**src/rtl/refresh_scheduler.sv**
```systemverilog
// Refresh initiator for an array of MEM_WRAPPER banks: slot-paced requests, round-robin bank walk,
// one-cycle SR start, partner enable, done/timeout handshake and sticky overrun/timeout flags.

module refresh_scheduler_lane #(
   parameter int NUM_BANKS = 4,
   parameter int BANK_W    = 2,
   parameter int IDX       = 0
) (
   input  logic [BANK_W-1:0] ref_bank,
   input  logic              in_start,
   input  logic              in_ref,
   output logic              start_sr,
   output logic              ref_en_current,
   output logic              ref_en_old
);
   localparam logic [BANK_W-1:0] SELF = BANK_W'(IDX);
   // This bank is the partner when the target is the bank after it.
   localparam logic [BANK_W-1:0] NEXT = BANK_W'((IDX + 1) % NUM_BANKS);

   assign start_sr       = in_start && (ref_bank == SELF);
   assign ref_en_current = in_ref   && (ref_bank == SELF);
   assign ref_en_old     = in_ref   && (ref_bank == NEXT);
endmodule

module refresh_scheduler #(
   parameter  int NUM_BANKS   = 4,
   parameter  int SLOT_CYCLES = 256,
   parameter  int TIMEOUT     = 200,
   localparam int BANK_W      = $clog2(NUM_BANKS)
) (
   input  logic                 clk,
   input  logic                 rst,
   input  logic                 enable,
   input  logic                 err_clr,
   input  logic [NUM_BANKS-1:0] ref_done,
   output logic [NUM_BANKS-1:0] start_sr,
   output logic [NUM_BANKS-1:0] ref_en_current,
   output logic [NUM_BANKS-1:0] ref_en_old,
   output logic [BANK_W-1:0]    ref_bank,
   output logic                 busy,
   output logic [15:0]          ref_count,
   output logic                 overrun_err,
   output logic                 timeout_err
);
   localparam int TMR_W = $clog2(SLOT_CYCLES);
   localparam int CNT_W = $clog2(TIMEOUT + 1);

   typedef enum logic [1:0] {IDLE, START, WAIT_DONE, RELEASE} state_t;

   state_t           state, state_nxt;
   logic [TMR_W-1:0] timer;
   logic [CNT_W-1:0] cnt;
   logic             pending;
   logic             in_start, in_ref;
   logic             wrap, done_hit, tmo_hit;

   assign wrap     = enable && (timer == TMR_W'(SLOT_CYCLES - 1));
   assign done_hit = ref_done[ref_bank];
   assign tmo_hit  = (cnt == CNT_W'(TIMEOUT - 1));

   always_ff @(posedge clk or negedge rst) begin
      if (!rst) state <= IDLE;
      else      state <= state_nxt;
   end

   always_comb begin
      state_nxt = state;
      case (state)
         IDLE:      if (pending && enable) state_nxt = START;
         START:     state_nxt = WAIT_DONE;
         WAIT_DONE: if (done_hit || tmo_hit) state_nxt = RELEASE;
         RELEASE:   state_nxt = IDLE;
         default:   state_nxt = IDLE;
      endcase
   end

   always_comb begin
      in_start = 1'b0;
      in_ref   = 1'b0;
      busy     = 1'b0;
      case (state)
         START:     begin in_start = 1'b1; in_ref = 1'b1; busy = 1'b1; end
         WAIT_DONE: begin in_ref = 1'b1; busy = 1'b1; end
         RELEASE:   busy = 1'b1;
         default:   ;
      endcase
   end

   always_ff @(posedge clk or negedge rst) begin
      if (!rst) begin
         timer       <= '0;
         pending     <= 1'b0;
         cnt         <= '0;
         ref_bank    <= '0;
         ref_count   <= '0;
         overrun_err <= 1'b0;
         timeout_err <= 1'b0;
      end else begin
         if (!enable || wrap) timer <= '0;
         else                 timer <= timer + 1'b1;

         // A new wrap re-arms the request even if it coincides with the start taking the old one.
         if (wrap)                                  pending <= 1'b1;
         else if (state == IDLE && enable && pending) pending <= 1'b0;

         if (wrap && (pending || state != IDLE)) overrun_err <= 1'b1;
         else if (err_clr)                       overrun_err <= 1'b0;

         if (state == WAIT_DONE && !done_hit && tmo_hit) timeout_err <= 1'b1;
         else if (err_clr)                                timeout_err <= 1'b0;

         if (state == START)          cnt <= '0;
         else if (state == WAIT_DONE) cnt <= cnt + 1'b1;

         if (state == WAIT_DONE && done_hit) ref_count <= ref_count + 16'd1;

         if (state == RELEASE)
            ref_bank <= (ref_bank == BANK_W'(NUM_BANKS - 1)) ? '0 : ref_bank + 1'b1;
      end
   end

   for (genvar i = 0; i < NUM_BANKS; i++) begin : g_lane
      refresh_scheduler_lane #(.NUM_BANKS(NUM_BANKS), .BANK_W(BANK_W), .IDX(i)) u_lane (
         .ref_bank       (ref_bank),
         .in_start       (in_start),
         .in_ref         (in_ref),
         .start_sr       (start_sr[i]),
         .ref_en_current (ref_en_current[i]),
         .ref_en_old     (ref_en_old[i])
      );
   end
endmodule

```
**config.mk**
```make
export PLATFORM = sky130hd
export DESIGN_NAME = refresh_scheduler
export DESIGN_NICKNAME = d
export VERILOG_FILES = /design/src/rtl/refresh_scheduler.sv
export SDC_FILE = /design/constraint.sdc
export NUM_CORES = 1
export LEC_CHECK = 0
export ABC_CLOCK_PERIOD_IN_PS = 3000
export CAP_MARGIN = 20
export CORE_MARGIN = 3
export CORE_UTILIZATION = 35
export DETAILED_ROUTE_END_ITERATION = 7
export SLEW_MARGIN = 20
export SYNTH_ARGS = -nofsm -noshare
export SYNTH_HDL_FRONTEND = slang
export SYNTH_SLANG_ARGS = --single-unit
```
**constraint.sdc**
```tcl
create_clock -name clk -period 3 [get_ports clk]
set_clock_uncertainty 0.1 [all_clocks]
set_input_delay 0.9 -clock clk [delete_from_list [all_inputs] [get_ports clk]]
set_output_delay 0.9 -clock clk [all_outputs]
set_load 0.005 [all_outputs]
```
Word level (Yosys, flattened, before mapping)
Cells that the tools add are included.
{ "word_totals": {"output_inout_bits": 33, "word_cells": 71, "ff_bits": 39} }
{ "op_classes": {"muxes": 17, "addsub": 4, "magnitude_cmp": 1, "reduce_logical": 31, "n_eq_ne": 10} }
{ "ops": {"columns": ["cell", "count"], "rows": [
  ["$mux 8", 3],
  ["$add 16x1->16 const B", 1],
  ["$add 8x1->8 const B", 2],
  ["$eq 8x8->1 const B", 2],
  ["$logic_and 1x1->1", 16],
  ["$reduce_bool 2->1", 5],
  ["$mux 1", 9],
  ["$eq 2x2->1 const B", 4],
  ["$pmux 2 s4", 1],
  ["$mux 2", 3],
  ["$eq 2x1->1 const B", 2],
  ["$logic_not 2->1", 2],
  ["$ne 2x2->1 const B", 2],
  ["$logic_or 1x1->1", 3],
  ["$lt 2x3->1 const B", 1],
  ["$reduce_or 3->1", 1],
  ["$add 2x1->2 const B", 1],
  ["$bmux 1 s2", 1],
  ["$logic_not 1->1", 2],
  ["$reduce_and 2->1", 1],
  ["$reduce_or 2->1", 1]
]} }

Longest topological paths before layout
Gate-level depths: netlist of the first run.
{ "depth": {"ltp_word": 6, "ltp_mapped": 6, "mapped_depth_nobuf": 6} }

Modules after synthesis
From an unflattened synthesis of the first run, not the netlist that was laid out.
{ "hier_totals": {"hier_cells": 184, "area_unflattened_um2": 1965.6} }
{ "by_module_without_submodules": {"columns": ["module", "cells_per_inst", "area_each_um2", "n_inst", "seq_area_each_um2"], "rows": [
  ["refresh_scheduler", 172, 1865.5, 1, 975.9],
  ["refresh_scheduler_lane at g_lane[2].u_lane ...", 3, 25.0, 2, 0.0],
  ["refresh_scheduler_lane at g_lane[1].u_lane", 3, 26.3, 1, 0.0],
  ["refresh_scheduler_lane at g_lane[0].u_lane", 3, 23.8, 1, 0.0]
]} }

Least setup slack after synthesis of the first run
Ideal clock, no wire load.
{ "synth_timing": {"path_kind": "register to output", "startpoint": "register state[0]", "endpoint": "output ref_en_current[0]", "arrival_ns": 1.279, "slack_ns": 0.721, "path_stages_with_launch": 6, "n_path_buf": 2, "required_ns": 2.000, "path_cell_list": "dfrtp_1 > inv_1 > ha_1 > clkbuf_1 > and2_1 > buf_4"} }
{ "synth_between": {"elab_chain_len": 4, "word_cells_on_any_way": 5, "cone_classes": "eq/ne (2); mux (1); reduce/logical (2)"} }
{ "synth_rtl": {"columns": ["item", "line", "rtl"], "rows": [
  ["start, declared", "50", "state_t state, state_nxt;"],
  ["start signal, assigned", "63", "else state <= state_nxt;"],
  ["$eq 2x2->1 or $eq 2x1->1 (tied branches)", "81", "case (state)"],
  ["$reduce_or 2->1 (no source line) *", null, null],
  ["$mux 1 *", "81", null],
  ["via g_lane[0].u_lane.in_ref", "11", "input logic in_ref,"],
  ["$logic_and 1x1->1 *", "21", "assign ref_en_current = in_ref && (ref_bank == SELF);"],
  ["end, declared", "37", "output logic [NUM_BANKS-1:0] ref_en_current,"]
]} }
The timed path passes the listed nets; every way through them passes the cells marked *.

Worst setup path in the final report of the first run
{ "layout_timing": {"startpoint": "register state[0]", "endpoint": "output ref_en_old[3]"} }
{ "layout_between": {"elab_chain_len": 4, "word_cells_on_any_way": 5, "cone_classes": "eq/ne (2); mux (1); reduce/logical (2)"} }
{ "layout_rtl": {"columns": ["item", "line", "rtl"], "rows": [
  ["$eq 2x2->1 or $eq 2x1->1 (tied branches)", "81", null],
  ["$reduce_or 2->1 (no source line) *", null, null],
  ["$mux 1 *", "81", null],
  ["via g_lane[0].u_lane.in_ref", "11", null],
  ["$logic_and 1x1->1 *", "22", "assign ref_en_old = in_ref && (ref_bank == NEXT);"],
  ["end, declared", "38", "output logic [NUM_BANKS-1:0] ref_en_old,"]
]} }
Marks and branches as above.

==> results of run 1 <==
## where the power goes
part	total [µW]	internal, µW	switching (µW)
Combinational	813	431	383
Clock	377	210	168
Sequential	729	617	112
Total	1920	1260	662
## cell families (layout without fill, tap and decap cells)
family	count (synthesis)	in the layout	share of synthesized area
simple gates	82	82	0.215
flops	39	39	0.470
buf+inv	28	64	0.0724
xor+xnor	23	23	0.0971
compound gates	19	19	0.0585
fa+ha+maj	11	11	0.0663
mux	3	3	0.0205
## through the flow
step	hold slack (ns)	power, µW	cells
2_1_floorplan	0.348	1250	205
3_3_place_gp	0.366	1550	305
3_5_place_dp	0.365	1550	305
4_1_cts	0.376	1950	313
5_1_grt	0.388	2080	313
6_report	0.370	1920	313
## flip-flops by register name (all words and copies together), names as in the netlist
signal       cells
pending          1
cnt              8
ref_count       16
timeout_err      1
overrun_err      1
state            2
ref_bank         2
timer            8
## cell type report
cell class / instances / area [µm²]
fill: 567 / 3030
sequential: 39 / 976
multi-input combinational: 138 / 948
timing repair buffer: 42 / 410
clock buffer: 8 / 100
tap: 72 / 90.1
inverter: 14 / 52.6
## cells in the mapped netlist (all sizes together)
library cell,count,area share
a21boi,1,0.0036
a21oi,3,0.0072
a22o,1,0.0042
a22oi,1,0.0060
a31oi,1,0.0030
and2,13,0.042
and3,4,0.012
and4,2,0.0084
buf,12,0.043
clkbuf,2,0.0036
dfrtp,39,0.47
ha,11,0.066
inv,14,0.025
mux2i,2,0.0097
mux4,1,0.011
nand2,21,0.039
nand2b,3,0.0090
nand3,9,0.022
nand3b,1,0.0036
nand4,6,0.018
nor2,14,0.025
nor3,5,0.017
nor4,2,0.012
o21ai,8,0.019
o22a,1,0.0042
o22ai,1,0.0030
o31ai,1,0.0036
o32ai,1,0.0042
or3,1,0.0030
or4,1,0.0036
xnor2,12,0.051
xor2,11,0.046
## worst min-delay path by stage
stage / from / to / slack, ns / cells past startpoint
floorplan: timer[0]$_DFF_PN0_ / timer[0]$_DFF_PN0_ / 0.35 / 1
global placement: ref_count[15]$_DFFE_PN0P_ / ref_count[15]$_DFFE_PN0P_ / 0.37 / 1
detailed placement: ref_count[15]$_DFFE_PN0P_ / ref_count[15]$_DFFE_PN0P_ / 0.37 / 1
CTS: ref_count[15]$_DFFE_PN0P_ / ref_count[15]$_DFFE_PN0P_ / 0.38 / 1
global route: ref_count[15]$_DFFE_PN0P_ / ref_count[15]$_DFFE_PN0P_ / 0.39 / 1
finish: ref_count[15]$_DFFE_PN0P_ / ref_count[15]$_DFFE_PN0P_ / 0.37 / 1
## layer usage
layer | share of wire | up-vias | wire (µm)
met3 | 0.037 | 4 | 142
met5 | 0 | - | 0
met1 | 0.51 | 696 | 1970
met2 | 0.44 | 33 | 1670
li1 | - | 749 | -
met4 | 0.015 | 0 | 56
==> results_dict.tcl, run 1 <==
set metrics [dict create \
    setup_viol 0 \
    maxCapViolCount 0 \
    post_cts_buffers 0 \
    cts_inserted_buffers 5 \
    status "completed" \
    htreeDepth 2 \
    grt_pass1_wl_mm 6.93 \
    cts.sinks 39 \
    peakVddDrop_uv 345 \
    p_leak_uw 0.00115 \
    row_count 27 \
    r2r_end "cnt[7]$_DFFE_PN0P_" \
    coreArea_mm2 0.00561 \
    grt_pass1_vias 1534 \
    clkTransAtPathRegs_ns 0.07 \
    wl_per_cell_um 12.2 \
    synth.yosys.seq_area_share 0.470 \
    gr-total-overflow 0 \
    rsz0062_at_grt "no" \
    crit_arrival_ns 1.83 \
    path_delay_family "buffers and inverters" \
    clk-insertion-delay-late_ns 0.28 \
    syn_nets 224 \
    grt_usage 0.120 \
    place_ws_ns 0.427 \
    globalplace.congestion 0.728 \
    grt.busiest_layer "met2" \
    wl_mm 3.83 \
    finalNetCount 259 \
    powerDensity_mw_per_mm2 745 \
    synth_cell_type_count 35 \
    antenna_left 0 \
    port_buffers 40 \
    path_depth 4 \
    drtIter0Drc 35 \
    fp.dieH_um 83.0 \
    period_needed_ns 2.83 \
    critical_path.max_stage_delay_ns 0.51 \
    tns_ns 0 \
    reg2regPathDepth 7 \
    synth_warnings 0 \
    placed_cell_area_mm2 0.00248 \
    start_util 0.370 \
    fin_ws_ns 0.174 \
    synth_seq_cells 39 \
    hold_path.class "reg -> reg" \
    cts_tree "yes" \
    final_area_mm2 0.00258 \
    cp-start-kind "flip-flop" \
    fin_crit_sh 0.942 \
    hold_viol 0 \
    die_w_um 83.0 \
    relSlewSlack 0.430 \
    grt_use_met2 0.180 \
    ios 41 \
    endpoint "ref_en_old[3]" \
    syn-cell-area_mm2 0.00207 \
    root_buffer "clkbuf_8" \
    r2r-start "state[0]$_DFFE_PN0P_" \
    drv_slew 0 \
    cts_resized 0 \
    hpwlAfterDp_mm 2.81 \
    vias_per_cell 4.73 \
    die_area_mm2 0.00689 \
    syn_area_per_cell_um2 10.1 \
    crit_type "reg -> out" \
    final_util 0.460 \
    cts_hold_buf 0 \
    drc 0 \
    grt_start_max_net_pins 40 \
    final_cell_mix "dfrtp_1, clkdlybuf4s50_1, nand2_1, inv_1, nor2_1" \
    worstPathMaxFanout 5 \
    clockBufferDepth 2 \
    fmax_mhz 354 \
    slowest_stage "clkdlybuf4s50_1" \
    worst_slew_pin_slew_ns 0.856 \
    n_antenna_cell 0 \
    startpoint "state[0]$_DFFE_PN0P_" \
    drt_pass1_iterations 2 \
    r2r_setup_slack_ns 1.12 \
    antenna_found_initial 0 \
    cp_cell_sequence "inv_1 -> ha_1 -> and2_1 -> clkdlybuf4s50_1" \
    postSynthCellCount 205 \
    vias 1482 \
    met3_usage 0.0238 \
    path_buf_inv 2 \
    endpoint_kind "output pin" \
    gr-usage-met1 0.168 \
    layout-drive-gt1-share 0.0788 \
    syn_to_final_growth_pct 24.2 \
    required_ns 2.00 \
]
(Power assumes the default switching activity.)
==> inputs of run 2 (changes only) <==
Settings changed: ABC_CLOCK_PERIOD_IN_PS 3000 to 2800.
Clock period 3 ns to 2.8 ns, I/O delays scaled along.
==> run 2 against run 1 <==
Die area stayed put. Count of clock-buffer cells in the layout is 2 lower. Clock power is 1% higher. Via count is 0.40% higher. Global-route usage is 0.053 points lower. Final area is 0.39% higher. Sequential share of layout area is 0.15 points lower. Critical path type unchanged. Largest power group unchanged.
==> results_dict.tcl, run 2 (synthesis results as in run 1) <==
set metrics [dict create \
    crit_type "reg -> out" \
    powerDensity_mw_per_mm2 790 \
    required_ns 1.86 \
    fin_crit_sh 0.971 \
    globalplace.congestion 0.723 \
    hpwlAfterDp_mm 2.94 \
    vias 1488 \
    maxCapViolCount 0 \
    n_antenna_cell 0 \
    finalNetCount 262 \
    cts.sinks 39 \
    placed_cell_area_mm2 0.00249 \
    root_buffer "clkbuf_8" \
    drc 0 \
    hold_path.class "reg -> reg" \
    cp-start-kind "flip-flop" \
    holdWs_ns 0.376 \
    worstPathMaxFanout 8 \
    min_path_cells 1 \
    clkTransAtPathRegs_ns 0.07 \
    antenna_found_initial 0 \
    reg2regPathDepth 7 \
    setup_viol 0 \
    peakVddDrop_uv 427 \
    port_buffers 40 \
    ios 41 \
    p_leak_uw 0.00116 \
    hp-start "ref_count[15]$_DFFE_PN0P_" \
    dp_cells 307 \
    period_needed_ns 2.72 \
    grt_start_max_net_pins 28 \
    grt_pass1_vias 1473 \
    fmax_mhz 368 \
    vias_per_cell 4.72 \
    htreeDepth 2 \
    status "completed" \
    drtIter0Drc 41 \
    min_to "ref_count[15]$_DFFE_PN0P_" \
    layout-drive-gt1-share 0.0905 \
    r2r_setup_slack_ns 0.96 \
    row_count 27 \
    total_power_uw 2040 \
    drt_pass1_iterations 4 \
    rsz0062_at_grt "yes" \
    die_area_mm2 0.00689 \
    final_cell_mix "dfrtp_1, clkdlybuf4s50_1, nand2_1, inv_1, nor2_1" \
    wl_mm 3.92 \
    relSlewSlack 0.590 \
    crit_arrival_ns 1.78 \
    r2r_end "cnt[7]$_DFFE_PN0P_" \
    coreArea_mm2 0.00561 \
    clk-insertion-delay-late_ns 0.29 \
    drv_slew 0 \
    cts_hold_buf 0 \
    grt_pass1_wl_mm 6.73 \
    worst_slew_pin_slew_ns 0.616 \
    start_util 0.370 \
    r2r-start "state[1]$_DFFE_PN0P_" \
    cts_resized 0 \
    reg.largest.list "ref_count (16), cnt (8), timer (8)" \
    die_w_um 83.0 \
    wl_per_cell_um 12.4 \
    gr-total-overflow 0 \
    grt_usage 0.120 \
    cts_inserted_buffers 5 \
    post_cts_buffers 0 \
    clockBufferDepth 2 \
    antenna_left 0 \
    layout.cells.non_filler 315 \
    largest_reg_flops 16 \
    regMostFlops "ref_count" \
    hold_viol 0 \
    final_area_mm2 0.00259 \
    endpoint_kind "output pin" \
    cts_tree "yes" \
    syn_to_final_growth_pct 24.7 \
    fp.dieH_um 83.0 \
]
## run 2: cell count changes in the layout (fill, tap and decap cells not counted), sizes merged
cell and change:
clkinv +1, buf +3, clkbuf -2
## run 2: report_power, final
part | total [µW] | internal [µW] | switching, µW
clock network | 382 | 193 | 189
logic | 883 | 469 | 414
registers | 779 | 661 | 117
total | 2040 | 1320 | 720
## run 2: metrics by stage
| step | util | TNS (ns) | worst slack [ns] |
|---|---|---|---|
| global route | 0.461 | -0.229 | -0.0317 |
| CTS | 0.460 | 0 | 0.0410 |
| finish | 0.461 | 0 | 0.0814 |
| global placement | 0.444 | 0 | 0.330 |
| detailed placement | 0.444 | 0 | 0.328 |
| floorplan | - | 0 | 0.581 |
## run 2: area by class of cell
cell class	count	area, µm²
Sequential cell	39	976
Clock inverter	1	5.00
Fill cell	560	3020
Inverter	14	52.6
Clock buffer	6	82.6
Multi-Input combinational cell	138	948
Timing Repair Buffer	45	433
Tap cell	72	90.1
## run 2: worst max-delay path, stage by stage (launching register included)
cell,delay (ns)
dfrtp_1,0.40
inv_1,0.10
ha_1,0.31
and2_1,0.17
clkdlybuf4s50_1,0.50
## run 2: how the worst max path moves through the flow
stage,slack [ns],from,cells past startpoint,to
2_1_floorplan,0.58,state[0]$_DFFE_PN0P_,5,ref_en_current[0]
3_3_place_gp,0.33,ref_done[3],5,ref_count[11]$_DFFE_PN0P_
3_5_place_dp,0.33,ref_done[0],5,ref_count[11]$_DFFE_PN0P_
4_1_cts,0.04,state[0]$_DFFE_PN0P_,4,ref_en_current[0]
5_1_grt,-0.03,state[1]$_DFFE_PN0P_,4,start_sr[1]
6_report,0.08,state[1]$_DFFE_PN0P_,4,start_sr[0]
## run 2: per-layer routing
metal,up-vias,track usage,part of all wire,wire (µm)
li1,750,-,-,-
met5,-,0,0,0
met4,0,0.0535,0.017,65
met1,694,0.165,0.51,2000
met2,38,0.178,0.43,1690
met3,6,0.0288,0.041,162
==> inputs of run 3 (changes only) <==
Settings changed: ABC_CLOCK_PERIOD_IN_PS 2800 to 2600, CTS_CLUSTER_DIAMETER from default to 120.
Clock period 2.8 ns to 2.6 ns, I/O delays scaled along.
==> run 3 against run 2 <==
Largest cell class unchanged. Worst setup slack worse by 0.028 ns. First-iteration DRC count increased by 22%. Critical path depth is the same. Highest routed layer unchanged. Non-clock buffer count increased by 5. Critical endpoint is now ref_en_current[1].
==> results_dict.tcl, run 3 (synthesis results as in run 1) <==
set metrics [dict create \
    root_buffer "clkbuf_8" \
    critical_path.max_stage_delay_ns 0.50 \
    endpoint_kind "output pin" \
    r2r_setup_slack_ns 0.71 \
    row_count 27 \
    cts.sinks 39 \
    hpwlAfterDp_mm 2.85 \
    fmax_mhz 393 \
    path_buf_inv 2 \
    p_leak_uw 0.00127 \
    required_ns 1.72 \
    setup_viol 0 \
    cts_hold_buf 0 \
    die_area_mm2 0.00689 \
    final_util 0.477 \
    maxCapViolCount 0 \
    hold_viol 0 \
    crit_arrival_ns 1.67 \
    clockBufferDepth 2 \
    die_w_um 83.0 \
    path_delay_family "buffers and inverters" \
    hold_path.class "in -> async" \
    layout-drive-gt1-share 0.141 \
    grt_pass1_wl_mm 6.76 \
    period_needed_ns 2.55 \
    port_buffers 40 \
    start_util 0.370 \
    mostFrequentLayoutCell "dfrtp_1" \
    grt_pass1_vias 1494 \
    cts_inserted_buffers 5 \
    vias_per_cell 4.74 \
    ios 41 \
    worstPathMaxFanout 5 \
    n_antenna_cell 0 \
    fin_crit_sh 0.979 \
    cp-start-kind "flip-flop" \
    drt_pass1_iterations 4 \
    crit_type "reg -> out" \
    drtIter0Drc 50 \
    place_ws_ns 0.166 \
    globalplace.congestion 0.713 \
    wl_per_cell_um 12.4 \
    syn_to_final_growth_pct 29.0 \
    grt_start_max_net_pins 21 \
    fin_ws_ns 0.0536 \
    largest_reg_flops 16 \
    final_cell_mix "dfrtp_1, clkdlybuf4s50_1, nand2_1, nor2_1, xnor2_1" \
    status "completed" \
    fp.dieH_um 83.0 \
    grt_usage 0.119 \
    reg.largest.list "ref_count (16), cnt (8), timer (8)" \
    antenna_found_initial 0 \
    clkTransAtPathRegs_ns 0.07 \
    peakVddDrop_uv 500 \
    worst_slew_pin_slew_ns 0.479 \
    drc 0 \
    regMostFlops "ref_count" \
    vias 1521 \
    htreeDepth 2 \
    cts_tree "yes" \
    gr-total-overflow 0 \
    total_power_uw 2310 \
    clk-insertion-delay-late_ns 0.29 \
    wl_mm 3.97 \
    slowest_stage "clkdlybuf4s50_1" \
    powerDensity_mw_per_mm2 861 \
    relSlewSlack 0.681 \
    cp_cell_sequence "inv_2 -> ha_4 -> and2_1 -> clkdlybuf4s50_1" \
    coreArea_mm2 0.00561 \
    finalNetCount 267 \
    drv_slew 0 \
    antenna_left 0 \
]
-- run 3: path summary, 6_finish.rpt --
path                                            from                   endpoint  cells past startpoint
setup reg to reg             ref_bank[0]$_DFFE_PN0N_  ref_count[11]$_DFFE_PN0P_                      6
max in group asynchronous                        rst    ref_bank[0]$_DFFE_PN0N_                      2
hold / removal                                   rst   ref_count[7]$_DFFE_PN0P_                      1
hold reg to reg            ref_count[15]$_DFFE_PN0P_  ref_count[15]$_DFFE_PN0P_                      1
setup / recovery                state[0]$_DFFE_PN0P_          ref_en_current[1]                      4
min in group clk           ref_count[15]$_DFFE_PN0P_  ref_count[15]$_DFFE_PN0P_                      1
-- run 3: worst register-to-register path, delay by kind of cell, from the launching register on --
family	cells	cell delay, ns
flops	1	0.42
xor+xnor	1	0.16
mux	1	0.41
simple gates	2	0.45
buf+inv	2	0.28
-- run 3: routing by layer --
layer	vias up	routed length, µm	part of all wire	track usage
met5	-	0	0	0
met4	0	38	0.0096	0.0535
met3	3	189	0.048	0.0327
met2	36	1760	0.44	0.179
met1	721	1990	0.50	0.160
li1	761	-	-	-
-- run 3: power breakdown --
| part | leakage, µW | switching [µW] | internal, µW |
|---|---|---|---|
| combinational | 0.000713 | 493 | 592 |
| clock | 0.0000422 | 202 | 188 |
| sequential | 0.000510 | 116 | 715 |
-- run 3: cell type report --
cell class                      instances  area [µm²]
Multi-Input combinational cell        138         978
Fill cell                             534        2930
Inverter                               14        52.6
Tap cell                               72        90.1
Clock buffer                            7        76.3
Timing Repair Buffer                   50         495
Clock inverter                          1        5.00
Sequential cell                        39         978
-- run 3: stage by stage --
step,hold slack (ns),TNS [ns],cells,area [µm²]
2_1_floorplan,0.348,0,205,2070
3_3_place_gp,0.365,0,306,2500
3_5_place_dp,0.373,0,306,2500
4_1_cts,0.351,0,316,2610
5_1_grt,0.365,-0.00550,321,2680
6_report,0.339,0,321,2680
-- run 3: what timing repair did --
item                                   CTS  global route
endpoints found under the hold margin    0             0
setup buffers                            2             5
resized for setup                        3            12
setup endpoints to repair                8            12
